File: config.mk
export PLATFORM = sky130hd
export DESIGN_NAME = bcd_field_vga_overlay
export DESIGN_NICKNAME = d
export VERILOG_FILES = /design/src/rtl/vga_text_pkg.sv /design/src/rtl/digit_font_rom.sv /design/src/rtl/bcd_field_vga_overlay.sv
export SDC_FILE = /design/constraint.sdc
export NUM_CORES = 1
export LEC_CHECK = 0
export ABC_AREA = 1
export BUFFER_PORTS_ARGS = -buffer_cell sky130_fd_sc_hd__buf_2
export CAP_MARGIN = 10
export CELL_PAD_IN_SITES_DETAIL_PLACEMENT = 1
export CELL_PAD_IN_SITES_GLOBAL_PLACEMENT = 2
export CORE_AREA = 2 2 103 105
export DETAILED_ROUTE_END_ITERATION = 12
export DIE_AREA = 0 0 105 107
export HOLD_SLACK_MARGIN = 0.03
export PLACE_DENSITY = 0.85
export SLEW_MARGIN = 0
export SYNTH_ARGS = -nofsm -noshare
export SYNTH_HDL_FRONTEND = slang
export SYNTH_SLANG_ARGS = --single-unit
File: constraint.sdc
create_clock -name clk -period 2.5 [get_ports clk]
set_input_delay 0.375 -clock clk [delete_from_list [all_inputs] [get_ports clk]]
set_output_delay 0.375 -clock clk [all_outputs]
set_load 0.005 [all_outputs]
File: src/rtl/vga_text_pkg.sv
// Shared constants and helpers for the VGA text overlays: glyph geometry,
// colours, digit placement and the segment-style digit font.
package vga_text_pkg;

  localparam int         GLYPH_W     = 8;
  localparam int         GLYPH_H     = 16;
  localparam logic [3:0] BLANK_CODE  = 4'hF;
  localparam logic [11:0] COLOR_BLACK = 12'h000;
  localparam logic [11:0] COLOR_CYAN  = 12'h0FF;

  typedef enum logic {PHASE_HIDE = 1'b0, PHASE_SHOW = 1'b1} blink_phase_e;

  function automatic int digit_x0(input int k, input int x0, input int dw,
                                  input int group, input int gap);
    return x0 + k * dw + (k / group) * gap;
  endfunction

  // Segment order {a,b,c,d,e,f,g}; codes above 9 light nothing.
  function automatic logic [6:0] digit_segments(input logic [3:0] code);
    case (code)
      4'd0:    return 7'b1111110;
      4'd1:    return 7'b0110000;
      4'd2:    return 7'b1101101;
      4'd3:    return 7'b1111001;
      4'd4:    return 7'b0110011;
      4'd5:    return 7'b1011011;
      4'd6:    return 7'b1011111;
      4'd7:    return 7'b1110000;
      4'd8:    return 7'b1111111;
      4'd9:    return 7'b1111011;
      default: return 7'b0000000;
    endcase
  endfunction

  function automatic logic [7:0] font_row(input logic [3:0] code, input logic [3:0] row);
    logic [6:0] seg;
    logic [7:0] bits;
    seg = digit_segments(code);
    if (row < 4'd2)       bits = seg[6] ? 8'h7E : 8'h00;
    else if (row < 4'd7)  bits = (seg[1] ? 8'hC0 : 8'h00) | (seg[5] ? 8'h03 : 8'h00);
    else if (row < 4'd9)  bits = seg[0] ? 8'h7E : 8'h00;
    else if (row < 4'd14) bits = (seg[2] ? 8'hC0 : 8'h00) | (seg[4] ? 8'h03 : 8'h00);
    else                  bits = seg[3] ? 8'h7E : 8'h00;
    return bits;
  endfunction

endpackage

File: src/rtl/digit_font_rom.sv
// Synchronous digit font ROM: one 8-pixel glyph row per {code,row},
// registered output cleared by reset.
module digit_font_rom
  import vga_text_pkg::*;
(
  input  logic       clk,
  input  logic       reset,
  input  logic [3:0] code,
  input  logic [3:0] row,
  output logic [7:0] data
);

  always_ff @(posedge clk) begin
    if (reset) data <= 8'h00;
    else       data <= font_row(code, row);
  end

endmodule

File: src/rtl/bcd_field_vga_overlay.sv
// Renders a frame-synchronous snapshot of N_DIGITS BCD digits as scaled
// glyphs with group gaps and a blinking edit cursor; fixed 2-cycle latency.
module bcd_field_vga_overlay
  import vga_text_pkg::*;
#(
  parameter int          N_DIGITS     = 6,
  parameter int          GROUP        = 2,
  parameter int          GROUP_GAP    = 96,
  parameter int          X0           = 160,
  parameter int          Y0           = 192,
  parameter int          SCALE_LOG2   = 2,
  parameter logic [11:0] FG_COLOR     = COLOR_CYAN,
  parameter int          BLINK_FRAMES = 30
) (
  input  logic                  clk,
  input  logic                  reset,
  input  logic                  enable,
  input  logic                  video_on,
  input  logic [9:0]            pix_x,
  input  logic [9:0]            pix_y,
  input  logic                  frame_tick,
  input  logic [4*N_DIGITS-1:0] digits_in,
  input  logic                  cursor_en,
  input  logic [2:0]            cursor_idx,
  output logic [11:0]           rgb_out
);

  localparam int          DW        = GLYPH_W << SCALE_LOG2;
  localparam int          DH        = GLYPH_H << SCALE_LOG2;
  localparam int          IW        = (N_DIGITS > 1) ? $clog2(N_DIGITS) : 1;
  localparam int          FW        = (BLINK_FRAMES > 1) ? $clog2(BLINK_FRAMES) : 1;
  localparam logic [FW-1:0] FCNT_LAST = FW'(BLINK_FRAMES - 1);
  localparam logic [9:0]  Y0V       = 10'(Y0);
  localparam logic [10:0] YEND      = 11'(Y0 + DH);

  logic [4*N_DIGITS-1:0] snap;
  logic [FW-1:0]         fcnt;
  blink_phase_e          phase;
  logic                  cursor_en_d;

  logic [N_DIGITS-1:0]   hit_vec;
  logic [2:0]            col_vec [N_DIGITS];
  logic [9:0]            dy;
  logic                  in_rows;
  logic [IW-1:0]         sel;
  logic                  hit_any;
  logic [3:0]            digit;
  logic                  cursor_hide;
  logic [3:0]            code;

  logic                  hit_s1, von_s1;
  logic [3:0]            code_s1, row_s1;
  logic [2:0]            col_s1, col_d;
  logic                  hit_d, von_d;
  logic [7:0]            font_data;

  // Digits are latched only at vertical blank so a frame never tears.
  always_ff @(posedge clk) begin
    if (reset)           snap <= '0;
    else if (frame_tick) snap <= digits_in;
  end

  // Releasing edit mode restarts the blink with the cursor digit visible.
  always_ff @(posedge clk) begin
    if (reset) begin
      fcnt        <= '0;
      phase       <= PHASE_SHOW;
      cursor_en_d <= 1'b0;
    end else begin
      cursor_en_d <= cursor_en;
      if (cursor_en_d && !cursor_en) begin
        fcnt  <= '0;
        phase <= PHASE_SHOW;
      end else if (frame_tick) begin
        if (fcnt == FCNT_LAST) begin
          fcnt  <= '0;
          phase <= (phase == PHASE_SHOW) ? PHASE_HIDE : PHASE_SHOW;
        end else begin
          fcnt <= fcnt + 1'b1;
        end
      end
    end
  end

  assign dy      = pix_y - Y0V;
  assign in_rows = (pix_y >= Y0V) && ({1'b0, pix_y} < YEND);

  for (genvar k = 0; k < N_DIGITS; k++) begin : g_cell
    localparam logic [9:0]  XK = 10'(digit_x0(k, X0, DW, GROUP, GROUP_GAP));
    localparam logic [10:0] XE = 11'(digit_x0(k, X0, DW, GROUP, GROUP_GAP) + DW);
    logic [9:0] dx;
    assign dx         = pix_x - XK;
    assign hit_vec[k] = in_rows && (pix_x >= XK) && ({1'b0, pix_x} < XE);
    assign col_vec[k] = 3'(dx >> SCALE_LOG2);
  end

  // Scanning from the top down leaves the lowest hit index selected.
  always_comb begin
    sel     = '0;
    hit_any = 1'b0;
    for (int i = N_DIGITS - 1; i >= 0; i--) begin
      if (hit_vec[i]) begin
        sel     = IW'(i);
        hit_any = 1'b1;
      end
    end
  end

  assign digit       = snap[4*sel +: 4];
  assign cursor_hide = cursor_en && (phase == PHASE_HIDE) && (32'(cursor_idx) == 32'(sel));
  assign code        = ((digit > 4'd9) || cursor_hide) ? BLANK_CODE : digit;

  always_ff @(posedge clk) begin
    if (reset) begin
      hit_s1  <= 1'b0;
      von_s1  <= 1'b0;
      code_s1 <= '0;
      row_s1  <= '0;
      col_s1  <= '0;
    end else begin
      hit_s1  <= hit_any;
      von_s1  <= video_on & enable;
      code_s1 <= code;
      row_s1  <= 4'(dy >> SCALE_LOG2);
      col_s1  <= col_vec[sel];
    end
  end

  digit_font_rom u_rom (
    .clk   (clk),
    .reset (reset),
    .code  (code_s1),
    .row   (row_s1),
    .data  (font_data)
  );

  always_ff @(posedge clk) begin
    if (reset) begin
      col_d <= '0;
      hit_d <= 1'b0;
      von_d <= 1'b0;
    end else begin
      col_d <= col_s1;
      hit_d <= hit_s1;
      von_d <= von_s1;
    end
  end

  assign rgb_out = (von_d && hit_d && font_data[3'd7 - col_d]) ? FG_COLOR : COLOR_BLACK;

endmodule

==> results of run 1 <==
==> cell type report <==
cell class              count  area [sq um]  area share (%)
multi-input cells         263          1410            39.7
clock buffers              11           141            3.98
inverters                  55           206            5.81
clock inverters             5          55.1            1.55
flip-flops and latches     57          1140            32.1
repair buffers             74           428            12.0
well taps                 136           170            4.79
==> metal layers <==
layer | track usage, % | wire, um | vias up
li1 | - | - | 1361
met4 | 5.14 | 105 | 0
met2 | 23.7 | 3390 | 44
met1 | 15.9 | 3110 | 1236
met5 | 0 | 0 | -
met3 | 3.47 | 214 | 10
==> cell families after synthesis <==
| family | share of synthesized area [%] |
|---|---|
| buf+inv | 11.6 |
| simple gates | 29.4 |
| flops | 40.1 |
| mux | 1.06 |
| xor+xnor | 2.16 |
| fa+ha+maj | 3.52 |
| compound gates | 12.0 |
| other cells | 0.132 |
==> what timing repair did <==
action | 4_1_cts | 5_1_grt
hold buffers | 0 | 0
endpoints found under the setup margin | 0 | 6
gates resized for setup | 0 | 5
==> stage by stage <==
step           power (W)  setup slack (ns)  cell area, sq um  std cells
2_1_floorplan    0.00121             0.193              2860        397
3_3_place_gp     0.00131            -0.130              3330        585
3_5_place_dp     0.00132            -0.235              3330        585
4_1_cts          0.00219             0.120              3530        601
5_1_grt          0.00229           0.00444              3550        601
6_report         0.00215             0.223              3550        601
==> critical path, delay by kind of cell <==
kind | cells | cell delay, ns
adders and majority gates | 1 | 0.21
AOI/OAI and AO/OA | 1 | 0.20
buffers and inverters | 3 | 0.27
and+or+nand+nor | 14 | 1.45
==> power groups by stage <==
stage / Combinational [W] / Sequential (W) / Clock [W]
6_report: 0.000298 / 0.00100 / 0.000851
4_1_cts: 0.000301 / 0.00100 / 0.000887
5_1_grt: 0.000349 / 0.00101 / 0.000934
2_1_floorplan: 0.000194 / 0.00101 / 0
3_3_place_gp: 0.000286 / 0.00102 / 0
3_5_place_dp: 0.000298 / 0.00102 / 0
==> layout by cell type, fill, tap and decap left out, types with 12 or more instances in the layout <==
cell / instances
a21oi_1: 19
dfxtp_1: 57
nand3_1: 25
nand2_2: 12
inv_1: 50
buf_4: 17
nor2_1: 53
buf_2: 56
o21ai_0: 32
nand2_1: 67
==> worst max path at each step <==
stage	startpoint	end	slack, ns	cells after the start
finish	pix_y[6]	flip-flop	0.22	19
detailed placement	pix_x[9]	flip-flop	-0.23	16
global placement	pix_y[8]	flip-flop	-0.13	17
global route	pix_x[6]	flip-flop	0.004	19
floorplan	pix_y[6]	flip-flop	0.19	15
CTS	pix_x[9]	flip-flop	0.12	16
==> flow_metrics.tcl, run 1 <==
set metrics [dict create \
    status "finished, final reports clean" \
    clk_pin_slew_ns 0.07 \
    yosysSeqAreaShare_pct 40.1 \
    insertion_delay_ns 0.34 \
    hold_path_class "input pin to flip-flop" \
    crit_type "input pin to flip-flop" \
    die_h_um 107 \
    min_to "row_s1[0]$_SDFF_PP0_" \
    power_frac_clock_pct 39.5 \
    cp.required_ns 2.73 \
    worstPathArrival_ns 2.51 \
    grt_use_total_pct 13.5 \
    drt_iter0_markers 52 \
    dieWidth_um 105 \
    cts_tree "done" \
    ys_types 34 \
    synth_top_cell_by_area "dfxtp_1" \
    num_rows 37 \
    cts-root-buf "clkbuf_8" \
    cts_setup_buffers 0 \
    clockBufferDepth 2 \
    gp_congestion 0.797 \
    num_vias 2651 \
    ir_drop_mv 0.248 \
    synth_top_area_share_pct 40.1 \
    yosys_warnings 0 \
    yosys-top-cells-area "dfxtp_1 40%, nand2_1 8.8%, nor2_1 7.0%" \
    reg2regPathDepth 13 \
    initial_utilization_pct 28.2 \
    slew_headroom_pct 59.6 \
    synth-edff-count 0 \
    skew_ns 0.0113 \
    nets 521 \
    regToRegStartpoint "snap[7]$_SDFFE_PP0P_" \
    drive_gt1_share_pct 26.2 \
    core_area_sq_um 10100 \
    synthesis.instances 394 \
    internal-power_w 0.00158 \
    drc_errors 0 \
    synth_seq_cells 57 \
    cp_slowest_cell "nor2_4" \
    wirelength_mm 6.82 \
    rsz0062_at_grt "no" \
    holdPathStages 3 \
    drv_cap 0 \
    tightest_slew_ns 0.599 \
    cpPeakStageDelay_ns 0.22 \
    grt-ovfl-total 0 \
    cp_cell_sequence "buf_2 > nand2_1 > inv_1 > nand2_1 > nor2_2 > nand2_2 > nand2_2 > nor2_4 > nand2_1 > nand3_1 > nand2_1 > nand2_1 > nand2_2 > a21oi_2 > inv_1 > ha_1 > nand3b_1 > nand3_1 > nand2_1" \
    pwr-share-seq_pct 46.6 \
    fin_tns_setup_ns 0 \
    crit_fanout 8 \
    hold_violations 0 \
    max_freq_mhz 439 \
    grt_max_degree 36 \
    die_area_sq_um 11200 \
    drt-pass1-iter-count 4 \
    wl_per_cell_um 11.3 \
    swShare_pct 26.4 \
    timing.critical_path.mode_cell "nand2_1" \
    grt_pass1_wl_mm 12.3 \
    pwr-share-comb_pct 13.9 \
    hold_ws_ns 0.241 \
    syn_avg_cell_area_sq_um 7.22 \
    finalCritPeriodShare_pct 91.1 \
    antenna_found_initial 0 \
    drv_slew 0 \
    ios 65 \
    pwr_density_cell_nw_per_um2 606 \
    min_period_ns 2.28 \
    p_switching_w 0.000568 \
    synthesis.area_sq_um 2840 \
    ant_nets 0 \
    syn_to_final_growth_pct 24.9 \
    final_util_pct 35.2 \
    dp_hpwl_mm 5.34 \
    via_per_inst 4.41 \
    numPortBuffers 56 \
    clkSinkCount 57 \
    start_kind "input pin" \
    yosysMostFrequentCell "nand2_1" \
    setup_viol 0 \
    grt_pass1_vias 2789 \
    htreeDepth 3 \
    ys.flop_type "dfxtp_1" \
    synthTopCellsByCount "67 x nand2_1, 57 x dfxtp_1, 53 x nor2_1" \
    worstHoldStart "pix_y[2]" \
    fillers 1303 \
    rrSetupSlack_ns 0.74 \
    endpoint_kind "flip-flop" \
    power_leakage_nw 1.74 \
    cts_buffers 9 \
    async_reset_ff_share_pct 0 \
    n_antenna_cell 0 \
]
Note: power is estimated with default switching activity, not from simulation.
==> inputs of run 2 (changes only) <==
--- a/config.mk
+++ b/config.mk
@@ -5,16 +5,17 @@
 export SDC_FILE = /design/constraint.sdc
 export NUM_CORES = 1
 export LEC_CHECK = 0
-export ABC_AREA = 1
+export ABC_AREA = 0
 export BUFFER_PORTS_ARGS = -buffer_cell sky130_fd_sc_hd__buf_2
-export CAP_MARGIN = 10
+export CAP_MARGIN = 5
 export CELL_PAD_IN_SITES_DETAIL_PLACEMENT = 1
 export CELL_PAD_IN_SITES_GLOBAL_PLACEMENT = 2
-export CORE_AREA = 2 2 103 105
+export CORE_AREA = 2 2 96 98
 export DETAILED_ROUTE_END_ITERATION = 12
-export DIE_AREA = 0 0 105 107
+export DIE_AREA = 0 0 98 100
 export HOLD_SLACK_MARGIN = 0.03
-export PLACE_DENSITY = 0.85
+export PLACE_DENSITY = 0.86
+export RECOVER_POWER = 25
 export SLEW_MARGIN = 0
 export SYNTH_ARGS = -nofsm -noshare
 export SYNTH_HDL_FRONTEND = slang
==> run 2 against run 1 <==
The run now ends with negative setup slack left; first-iteration DRC count grew 35%; non-clock buffer count grew 15; die area is 13% lower; via count fell by 10%; highest routed layer unchanged.
==> flow_metrics.tcl, run 2 <==
set metrics [dict create \
    status "finished, violations left" \
    violations "negative setup slack" \
    clockBufferDepth 2 \
    wirelength_mm 7.06 \
    cp.required_ns 2.77 \
    core_area_sq_um 8890 \
    regToRegStartpoint "snap[11]$_SDFFE_PP0P_" \
    yosysMostFrequentCell "dfxtp_1" \
    die_area_sq_um 9800 \
    synth_seq_cells 57 \
    cts_tree "done" \
    multiInputGateArea_sq_um 1540 \
    rsz0062_at_grt "yes" \
    cp_slowest_cell "or4b_1" \
    fin_tns_setup_ns -0.338 \
    power_leakage_nw 1.66 \
    register_area_sq_um 1140 \
    dp_hpwl_mm 5.29 \
    via_per_inst 4.84 \
    drv_slew 0 \
    antenna_found_initial 0 \
    min_period_ns 2.58 \
    ys_types 54 \
    synth_top_cell_by_area "dfxtp_1" \
    grt-ovfl-total 0 \
    crit_fanout 5 \
    dp_slack_ns -0.486 \
    endpoint_kind "flip-flop" \
    placed_cell_area_sq_um 3240 \
    max_freq_mhz 388 \
    grt_max_degree 21 \
    setup_viol 6 \
    nets 436 \
    hold_buffers 0 \
    crit_path_start "pix_y[9]" \
    clkSinkCount 57 \
    grt_pass1_vias 2535 \
    n_antenna_cell 0 \
    start_kind "input pin" \
    cts-root-buf "clkbuf_8" \
    timing.critical_path.mode_cell "buf_6" \
    async_reset_ff_share_pct 0 \
    num_rows 35 \
    cp_cell_sequence "buf_6 > nand4bb_1 > or4b_1 > o21a_1 > a221o_1 > and2_4 > a311o_2 > o21a_4 > buf_6 > ha_4 > o221ai_2" \
    hold_violations 0 \
    syn_to_final_growth_pct 33.9 \
    hold_ws_ns 0.243 \
    worst_slack_ns -0.0755 \
    synthesis.instances 295 \
    grt_use_total_pct 15.3 \
    fillers 1040 \
    synthTopCellsByCount "57 x dfxtp_1, 38 x nor2_1, 28 x mux2i_1" \
    initial_utilization_pct 30.6 \
    gp_congestion 0.831 \
    clk_pin_slew_ns 0.07 \
    synth_top_area_share_pct 41.9 \
    hold_path_class "input pin to flip-flop" \
    cts_buffers 9 \
    pwr_density_cell_nw_per_um2 628 \
    htreeDepth 3 \
    die_h_um 100 \
    finalCritPeriodShare_pct 103 \
    drive_gt1_share_pct 33.2 \
    ios 65 \
    yosys_warnings 0 \
    reg2regPathDepth 10 \
    synthesis.area_sq_um 2720 \
    num_vias 2374 \
    synth-edff-count 0 \
    grt_pass1_wl_mm 11.9 \
    mostFrequentLayoutCells "57 x dfxtp_1, 50 x buf_2, 38 x nor2_1" \
    drc_errors 0 \
    drv_cap 0 \
    slew_headroom_pct 62.6 \
    cpPeakStageDelay_ns 0.53 \
    ys.flop_type "dfxtp_1" \
    skew_ns 0.0107 \
    drt-pass1-iter-count 4 \
    insertion_delay_ns 0.34 \
    final_area_sq_um 3640 \
    ir_drop_mv 0.216 \
    crit_type "input pin to flip-flop" \
    syn_avg_cell_area_sq_um 9.22 \
    rrSetupSlack_ns 0.16 \
    tightest_slew_ns 0.560 \
    worstPathArrival_ns 2.84 \
    dieWidth_um 98 \
    yosys-top-cells-area "dfxtp_1 42%, mux2i_1 10%, nor2_1 5.2%" \
    final_util_pct 41.0 \
    final_common_cell "dfxtp_1" \
    yosysSeqAreaShare_pct 41.9 \
    wl_per_cell_um 14.4 \
    numPortBuffers 56 \
    ant_nets 0 \
    drt_iter0_markers 70 \
]
-- run 2: changes by cell type in the layout (fill, tap and decap cells not counted), moves of 15 or more --
cell / before / now
nand2_1: 67 / 14
inv_1: 50 / 7
mux2i_1: 3 / 28
o21ai_0: 32 / 11
nand3_1: 25 / 7
nor2_1: 53 / 38
-- run 2: stage by stage --
stage	power, W	std cells
CTS	0.00230	488
finish	0.00229	491
detailed placement	0.00128	471
global route	0.00240	491
global placement	0.00127	471
floorplan	0.00117	298
-- run 2: logic make-up (layout without fill, tap and decap cells) --
group / count (synthesis) / after routing / synth area share, %
AND/OR/NAND/NOR: 106 / 106 / 20.7
XOR/XNOR: 7 / 7 / 2.25
flip-flops: 57 / 57 / 41.9
adder cells (fa/ha/maj): 8 / 8 / 3.68
buffers and inverters: 31 / 113 / 6.02
multiplexers: 30 / 30 / 11.1
other: 1 / 4 / 0.138
AO/OA/AOI/OAI: 55 / 55 / 14.2
-- run 2: what timing repair did --
action | CTS | global route
pin swaps | 3 | 6
resized for setup | 14 | 17
buffers inserted | 1 | 3
setup endpoints to repair | 6 | 7
-- run 2: where the power goes --
group / internal [W] / total (W) / switching (W)
Clock: 0.000612 / 0.000993 / 0.000382
Combinational: 0.000153 / 0.000299 / 0.000146
Sequential: 0.000966 / 0.000995 / 0.0000296
Total: 0.00173 / 0.00229 / 0.000557
-- run 2: worst min-delay path by stage --
stage / start / endpoint / slack (ns) / depth (start not counted)
6_report: pix_y[3] / row_s1[1]$_SDFF_PP0_ / 0.24 / 2
2_1_floorplan: col_s1[0]$_SDFF_PP0_ / col_d[0]$_SDFF_PP0_ / 0.41 / 1
3_5_place_dp: col_s1[2]$_SDFF_PP0_ / col_d[2]$_SDFF_PP0_ / 0.43 / 1
3_3_place_gp: col_s1[2]$_SDFF_PP0_ / col_d[2]$_SDFF_PP0_ / 0.43 / 1
4_1_cts: pix_y[3] / row_s1[1]$_SDFF_PP0_ / 0.23 / 2
5_1_grt: pix_x[2] / col_s1[0]$_SDFF_PP0_ / 0.25 / 2
-- run 2: cell type report --
cell class                      count  area share [%]
Multi-Input combinational cell    210            42.2
Sequential cell                    57            31.3
Timing Repair Buffer               89            15.5
Clock buffer                       11            4.16
Tap cell                          111            3.81
Clock inverter                      5            2.13
Inverter                            8           0.824
-- run 2: per-layer routing --
layer  up-vias  wire length (um)  global-route usage, %
li1       1196                 -                      -
met1      1113              3110                   17.5
met2        56              3500                   27.0
met3         9               363                   4.74
met4         0                90                   5.56
met5         -                 0                      0
-- run 2: worst max-delay path: cells and delay by family --
family | cells | cell delay, ns
AO/OA/AOI/OAI | 5 | 1.20
adder cells (fa/ha/maj) | 1 | 0.15
AND/OR/NAND/NOR | 3 | 0.88
buffers and inverters | 2 | 0.22
